### config.mk
export PLATFORM = sky130hd
export DESIGN_NAME = spi_multi_slave
export DESIGN_NICKNAME = d
export VERILOG_FILES = /design/src/rtl/spi_pkg.sv /design/src/rtl/spi_slave_channel.sv /design/src/rtl/spi_multi_slave.sv
export SDC_FILE = /design/constraint.sdc
export NUM_CORES = 1
export LEC_CHECK = 0
export ABC_AREA = 0
export BUFFER_PORTS_ARGS = -buffer_cell sky130_fd_sc_hd__buf_2
export CAP_MARGIN = 20
export CORE_UTILIZATION = 50
export CTS_CLUSTER_SIZE = 20
export DETAILED_ROUTE_END_ITERATION = 10
export PLACE_DENSITY = 0.74
export SLEW_MARGIN = 20
export SYNTH_ARGS = -nofsm -noshare
export SYNTH_HDL_FRONTEND = slang
export SYNTH_SLANG_ARGS = --single-unit
export TNS_END_PERCENT = 1
### constraint.sdc
create_clock -name clk -period 2.5 [get_ports clk]
set_input_delay 0.125 -clock clk [delete_from_list [all_inputs] [get_ports clk]]
set_output_delay 0.125 -clock clk [all_outputs]
set_load 0.02 [all_outputs]
### src/rtl/spi_pkg.sv
// Shared constants and helpers for the multi-channel SPI slave.
// Synchronizer depth, the SPI mode sample-edge rule and byte/bit sizing.
package spi_pkg;

    localparam int unsigned SYNC_DEPTH = 2;

    // CPOL == CPHA (modes 0 and 3) samples on SCLK rise, modes 1 and 2 on fall.
    function automatic logic sample_on_rise(input logic cpol, input logic cpha);
        return cpol == cpha;
    endfunction

    function automatic int unsigned bytes_to_bits(input int unsigned nbytes);
        return nbytes * 8;
    endfunction

endpackage

### src/rtl/spi_slave_channel.sv
// One SPI slave channel: frame setup on CS fall, MSB-first shifting, frame completion
// with back-to-back reload, and abort detection on early CS rise.
module spi_slave_channel
    import spi_pkg::*;
#(
    parameter int unsigned MAX_BYTES = 4,
    parameter int unsigned LEN_W     = 2,
    parameter int unsigned DW        = 32
) (
    input  logic             clk,
    input  logic             rst,
    input  logic             cs_fall,
    input  logic             cs_rise,
    input  logic             sclk_rise,
    input  logic             sclk_fall,
    input  logic             mosi,
    input  logic             cpol,
    input  logic             cpha,
    input  logic [LEN_W-1:0] transaction_length,
    input  logic [DW-1:0]    tx_data,
    output logic             active,
    output logic             miso,
    output logic [DW-1:0]    rx_data,
    output logic             rx_valid,
    output logic             frame_err
);

    localparam int unsigned CW = $clog2(DW + 1);

    logic          active_q, active_d, cpol_q, cpol_d, cpha_q, cpha_d;
    logic          skip_q, skip_d, reload_q, reload_d;
    logic          rx_valid_q, rx_valid_d, frame_err_q, frame_err_d;
    logic [2:0]    nbytes_q, nbytes_d;
    logic [CW-1:0] cnt_q, cnt_d, nbits;
    logic [DW-1:0] tx_sr_q, tx_sr_d, rx_sr_q, rx_sr_d, rx_data_q, rx_data_d;
    logic [DW-1:0] rx_next, mask, msb_sel;
    logic          sample_edge, shift_edge;
    int unsigned   len_p1;

    assign nbits       = CW'(bytes_to_bits(32'(nbytes_q)));
    assign sample_edge = sample_on_rise(cpol_q, cpha_q) ? sclk_rise : sclk_fall;
    assign shift_edge  = sample_on_rise(cpol_q, cpha_q) ? sclk_fall : sclk_rise;

    always_comb begin
        for (int b = 0; b < DW; b++) begin
            mask[b]    = b < int'(nbits);
            msb_sel[b] = b == int'(nbits) - 1;
        end
    end

    always_comb begin
        active_d    = active_q;
        cpol_d      = cpol_q;
        cpha_d      = cpha_q;
        skip_d      = skip_q;
        reload_d    = reload_q;
        nbytes_d    = nbytes_q;
        cnt_d       = cnt_q;
        tx_sr_d     = tx_sr_q;
        rx_sr_d     = rx_sr_q;
        rx_data_d   = rx_data_q;
        rx_valid_d  = 1'b0;
        frame_err_d = 1'b0;
        rx_next     = {rx_sr_q[DW-2:0], mosi};
        len_p1      = 32'(transaction_length) + 1;
        if (cs_fall) begin
            active_d = 1'b1;
            cpol_d   = cpol;
            cpha_d   = cpha;
            nbytes_d = 3'((len_p1 > MAX_BYTES) ? MAX_BYTES : len_p1);
            cnt_d    = '0;
            tx_sr_d  = tx_data;
            rx_sr_d  = '0;
            skip_d   = cpha;
            reload_d = 1'b0;
        end else if (cs_rise) begin
            active_d    = 1'b0;
            cnt_d       = '0;
            frame_err_d = active_q && (cnt_q != '0);
        end else if (active_q) begin
            if (sample_edge) begin
                rx_sr_d = rx_next;
                if (cnt_q == nbits - 1'b1) begin
                    cnt_d      = '0;
                    rx_data_d  = rx_next & mask;
                    rx_valid_d = 1'b1;
                    reload_d   = 1'b1;
                end else begin
                    cnt_d = cnt_q + 1'b1;
                end
            end else if (shift_edge) begin
                // The shift edge after a completed frame starts the next one instead.
                if (reload_q) begin
                    tx_sr_d  = tx_data;
                    reload_d = 1'b0;
                    skip_d   = 1'b0;
                end else if (skip_q) begin
                    skip_d = 1'b0;
                end else begin
                    tx_sr_d = {tx_sr_q[DW-2:0], 1'b0};
                end
            end
        end
    end

    always_ff @(posedge clk) begin
        if (rst) begin
            active_q    <= 1'b0;
            cpol_q      <= 1'b0;
            cpha_q      <= 1'b0;
            skip_q      <= 1'b0;
            reload_q    <= 1'b0;
            nbytes_q    <= '0;
            cnt_q       <= '0;
            tx_sr_q     <= '0;
            rx_sr_q     <= '0;
            rx_data_q   <= '0;
            rx_valid_q  <= 1'b0;
            frame_err_q <= 1'b0;
        end else begin
            active_q    <= active_d;
            cpol_q      <= cpol_d;
            cpha_q      <= cpha_d;
            skip_q      <= skip_d;
            reload_q    <= reload_d;
            nbytes_q    <= nbytes_d;
            cnt_q       <= cnt_d;
            tx_sr_q     <= tx_sr_d;
            rx_sr_q     <= rx_sr_d;
            rx_data_q   <= rx_data_d;
            rx_valid_q  <= rx_valid_d;
            frame_err_q <= frame_err_d;
        end
    end

    assign active    = active_q;
    assign miso      = active_q & (|(tx_sr_q & msb_sel));
    assign rx_data   = rx_data_q;
    assign rx_valid  = rx_valid_q;
    assign frame_err = frame_err_q;

endmodule

### src/rtl/spi_multi_slave.sv
// Multi-channel SPI slave: shared SCLK/MOSI/CS synchronizers, one channel per chip
// select, lowest-index MISO mux and a sticky chip-select collision flag.
module spi_multi_slave
    import spi_pkg::*;
#(
    parameter int unsigned CHANNELS  = 2,
    parameter int unsigned MAX_BYTES = 4,
    parameter int unsigned LEN_W     = 2
) (
    input  logic                             clk,
    input  logic                             rst,
    input  logic                             SPI_SCLK,
    input  logic                             MOSI,
    input  logic [CHANNELS-1:0]              CS,
    output logic                             MISO,
    input  logic [LEN_W-1:0]                 transaction_length,
    input  logic                             CPOL,
    input  logic                             CPHA,
    input  logic [CHANNELS*8*MAX_BYTES-1:0]  tx_data,
    output logic [CHANNELS*8*MAX_BYTES-1:0]  rx_data,
    output logic [CHANNELS-1:0]              rx_valid,
    output logic [CHANNELS-1:0]              frame_err,
    output logic                             collision
);

    localparam int unsigned DW = bytes_to_bits(MAX_BYTES);

    logic [SYNC_DEPTH:0]                sclk_q;
    logic [SYNC_DEPTH-1:0]              mosi_q;
    logic [SYNC_DEPTH:0][CHANNELS-1:0]  cs_q;
    logic [CHANNELS-1:0]                cs_fall, cs_rise, active, miso_ch;
    logic                               sclk_rise, sclk_fall, multi, collision_q;

    always_ff @(posedge clk) begin
        if (rst) begin
            sclk_q      <= '0;
            mosi_q      <= '0;
            cs_q        <= '0;
            collision_q <= 1'b0;
        end else begin
            sclk_q <= {sclk_q[SYNC_DEPTH-1:0], SPI_SCLK};
            mosi_q <= {mosi_q[SYNC_DEPTH-2:0], MOSI};
            cs_q   <= {cs_q[SYNC_DEPTH-1:0], CS};
            if (multi) collision_q <= 1'b1;
        end
    end

    assign sclk_rise = sclk_q[SYNC_DEPTH-1] & ~sclk_q[SYNC_DEPTH];
    assign sclk_fall = ~sclk_q[SYNC_DEPTH-1] & sclk_q[SYNC_DEPTH];
    assign cs_fall   = ~cs_q[SYNC_DEPTH-1] & cs_q[SYNC_DEPTH];
    assign cs_rise   = cs_q[SYNC_DEPTH-1] & ~cs_q[SYNC_DEPTH];

    for (genvar i = 0; i < CHANNELS; i++) begin : g_ch
        spi_slave_channel #(
            .MAX_BYTES (MAX_BYTES),
            .LEN_W     (LEN_W),
            .DW        (DW)
        ) u_ch (
            .clk                (clk),
            .rst                (rst),
            .cs_fall            (cs_fall[i]),
            .cs_rise            (cs_rise[i]),
            .sclk_rise          (sclk_rise),
            .sclk_fall          (sclk_fall),
            .mosi               (mosi_q[SYNC_DEPTH-1]),
            .cpol               (CPOL),
            .cpha               (CPHA),
            .transaction_length (transaction_length),
            .tx_data            (tx_data[i*DW +: DW]),
            .active             (active[i]),
            .miso               (miso_ch[i]),
            .rx_data            (rx_data[i*DW +: DW]),
            .rx_valid           (rx_valid[i]),
            .frame_err          (frame_err[i])
        );
    end

    // A channel only counts as selected once it has seen a fresh CS fall since reset.
    assign multi = |(active & (active - 1'b1));

    always_comb begin
        MISO = 1'b0;
        for (int i = CHANNELS - 1; i >= 0; i--) begin
            if (active[i]) MISO = miso_ch[i];
        end
    end

    assign collision = collision_q;

endmodule

==> key figures <==
Layout
  – Antenna diode count: 0
  – Filler cells: 1742
  – Layout area overhead: 22.1%
  – Share of cells above drive strength 1: 18.1%
  – Most frequent cells in the layout: dfxtp_1 (232), nand2_1 (217), buf_2 (141)
  – Non-filler cells in the finished layout: about 1600
  – Most common cell after layout, fill and taps aside: dfxtp_1
  – Final #Nets: 1398
  – Design area: about 13000 um^2

Drt
  – Routed WL: 24200 um
  – Via Count: 8982
  – TritonRoute pass-1 iters: 5
  – Antenna Violating Nets Remaining: 0
  – Avg Vias per Cell: 5.62
  – Iter 0 DRT Violations: between 500 and 600
  – Wire per inst: 15.2 um
  – # DRC: 0

Place
  – Final HPWL DP: 15000 um
  – PortBufs: 143
  – RePlAce Congestion: roughly 0.81
  – Placed instance area: 11200 um^2
  – Placed cell count: 1486

Critical path
  – CP cell instances: inv_1 -> ha_4 -> mux4_2 -> nand3_1 -> mux2i_1 -> buf_4
  – RR Startpoint: cs_q[5]$_SDFF_PP0_
  – Buffers & Inverters on Critical Path: 2
  – Reg2Reg Setup Slack: ~0.30 ns
  – CP top delay family: multiplexers
  – CP max stage delay: 0.48 ns
  – Crit path DAT: 2.20 ns
  – Req. time, crit path: 2.38 ns
  – Crit start category: flop
  – R2R cell count: 6
  – CP max stage cell: mux4_2
  – Crit Path Max Fanout: 5
  – Endpoint class of the critical path: output pin
  – Setup CP Type: reg -> out
  – Worst reg2reg endpoint: g_ch[1].u_ch.tx_sr_q[8]$_SDFFE_PP0P_

Clock network
  – CTS Buf Count: 25
  – CTS tree: done
  – Total setup buffers inserted after CTS: 0
  – Reg clk slew, reported paths: 0.06 ns
  – H-tree Lvls: 1
  – Clock latency on the worst-skew pair: 0.52 ns
  – Root Buffer: clkbuf_16
  – Total clock sinks: between 200 and 250
  – Clock Path Buffers: 3

Timing
  – Fin Setup TNS: 0 ns
  – Slew @ Worst Pin: 0.830 ns
  – Unrepaired setup endpoints after global routing: false
  – FMAX: 430 MHz
  – Hold Fails Final Rpt: 0
  – Setup violations, final: 0
  – Slew headroom: 44.7%
  – Clock Skew: 0.0141 ns
  – Tcrit/Tclk final: ~93%
  – Slew Viols, Final: 0
  – Tmin final: 2.33 ns
  – Min Hold Slack: 0.0462 ns

Global route
  – Grt total ovfl: 0
  – Vias in the first global route: 8326
  – Pin count of the biggest net entering global routing: 54
  – Initial antenna violation count: 0
  – Tot GR Track Use: 22.2%
  – First-pass GRT wire length: 40300 um

Logic synthesis
  – Async set-reset flop share out of synthesis: 0%
  – Syn. warnings: 0
  – Sequential share of the synthesized area: 45.3%
  – Synthesized area per cell: 9.04 um^2
  – Biggest area consumer among synthesized cells: dfxtp_1
  – Mapped Cells: 1144
  – Post-synth top area share: 45.3%
  – FF+latch count, synth: roughly 230
  – Ranking of synthesized cells by area: dfxtp_1 (45%), mux2i_1 (10%), nand2_1 (7.9%)
  – Post-Syn Area: a little over 10000 um^2
  – Netlist cell types: 60
  – Number of synthesized flops with an enable pin: 0
  – Primary FF master, synth: dfxtp_1
  – Syn_nets: about 1200

Hold path
  – Hold Startpoint: transaction_length[0]
  – HP Class: in -> reg
  – Worst Hold Path EP: g_ch[1].u_ch.nbytes_q[0]$_SDFFE_PP0P_
  – Hold Crit Depth: 4

Floorplanning
  – Die Height: between 100 and 150 um
  – Placement Rows: 52
  – Die area: between 20000 and 25000 um^2
  – Starting Density: roughly half
  – Core box area: 20200 um^2
  – Chip Width: approximately 150 um
  – Ports: 144

Run status
  – Outcome: finished, final reports clean

Pwr
  – Largest vdd supply drop: between 0.4 and 0.5 mV
  – Total power: 7.69 mW
  – PwrDens: 608 nW/um^2
  – Leak: 4.73 nW

Job
  – Max-Cap Viols: 0
routing by layer:
metal  wire length, um  track usage [%]
met5                 0                0
met4               426             5.74
met3              1070             3.57
met2             11300             36.5
met1             11400             30.2
flip-flops by register name, indices dropped and copies added, names as in the netlist:
signal / flops
g_ch.u_ch.rx_data: 64
g_ch.u_ch.tx_sr_q: 64
g_ch.u_ch.rx_sr_q: 62
g_ch.u_ch.cnt_q: 12
cs_q: 6
g_ch.u_ch.nbytes_q: 6
sclk_q: 3
g_ch.u_ch.active: 2
g_ch.u_ch.cpha_q: 2
g_ch.u_ch.cpol_q: 2
g_ch.u_ch.frame_err: 2
g_ch.u_ch.reload_q: 2
g_ch.u_ch.rx_valid: 2
g_ch.u_ch.skip_q: 2
mosi_q: 2
collision: 1
kinds of logic after synthesis:
kind of cell	after synthesis	share of synthesized area [%]
mux	113	11.4
simple gates	345	15.1
buf+inv	124	5.77
xor+xnor	9	1.29
compound gates	307	19.7
fa+ha+maj	12	1.45
flops	234	45.3
worst reg2reg max path: stages (launching register included):
cell	delay, ns
dfxtp_1	0.33
inv_1	0.04
ha_1	0.28
nor4bb_1	0.39
mux2_4	0.46
a21o_4	0.40
a311oi_1	0.17
repair_timing:
action	in CTS	in global routing
hold buffers	69	0
setup endpoints to repair	0	1
endpoints found under the hold margin	73	0
resized for setup	0	5
report_power, final:
group	leakage [nW]	switching, mW	internal, mW
Sequential	1.89	0.0288	3.77
Combinational	2.46	0.233	0.211
Clock	0.378	1.43	2.00
Total	4.73	1.70	5.99
stage by stage:
stage	utilization [%]	setup slack, ns
after floorplan	-	0.607
after global placement	55.2	0.390
after detailed placement	55.2	0.252
after CTS	62.3	0.00312
after global routing	62.4	0.0403
final	62.4	0.173
worst max path at each step:
stage,cells after the start,to,slack [ns],startpoint
after floorplan,7,g_ch[0].u_ch.rx_data[30]$_SDFFE_PP0P_,0.61,g_ch[0].u_ch.nbytes_q[0]$_SDFFE_PP0P_
after global placement,6,g_ch[1].u_ch.tx_sr_q[2]$_SDFFE_PP0P_,0.39,cs_q[5]$_SDFF_PP0_
after detailed placement,7,g_ch[0].u_ch.rx_data[12]$_SDFFE_PP0P_,0.25,g_ch[0].u_ch.nbytes_q[0]$_SDFFE_PP0P_
after CTS,6,MISO,0.003,g_ch[1].u_ch.nbytes_q[0]$_SDFFE_PP0P_
after global routing,7,MISO,0.04,g_ch[0].u_ch.nbytes_q[0]$_SDFFE_PP0P_
final,6,MISO,0.17,g_ch[1].u_ch.nbytes_q[1]$_SDFFE_PP0P_
cells in the mapped netlist, drive strengths merged (2+ instances only):
| library cell | instances |
|---|---|
| ha | 12 |
| nor2b | 11 |
| mux2i | 108 |
| nand3 | 51 |
| and3b | 2 |
| a41o | 7 |
| o311a | 7 |
| mux2 | 4 |
| a21o | 2 |
| buf | 36 |
| nor2 | 27 |
| nand4 | 2 |
| dfxtp | 234 |
| xnor2 | 4 |
| a311oi | 62 |
| a211oi | 62 |
| clkbuf | 68 |
| o31ai | 2 |
| nor3 | 6 |
| a211o | 2 |
| o21ai | 105 |
| inv | 20 |
| and4b | 2 |
| or3 | 8 |
| nor4 | 3 |
| xor2 | 3 |
| nor3b | 2 |
| and4 | 3 |
| nand2 | 217 |
| nand2b | 4 |
| a21oi | 53 |
cell type report:
type,count,area [um^2],share of cell area (%)
timing repair buffer,245,1680,13.3
inverter,20,75.1,0.594
clock buffer,37,731,5.78
sequential,234,4690,37.1
multi-input combinational,786,5090,40.3
clock inverter,5,28.8,0.228
tap,270,338,2.67
(Power assumes the default switching activity.)
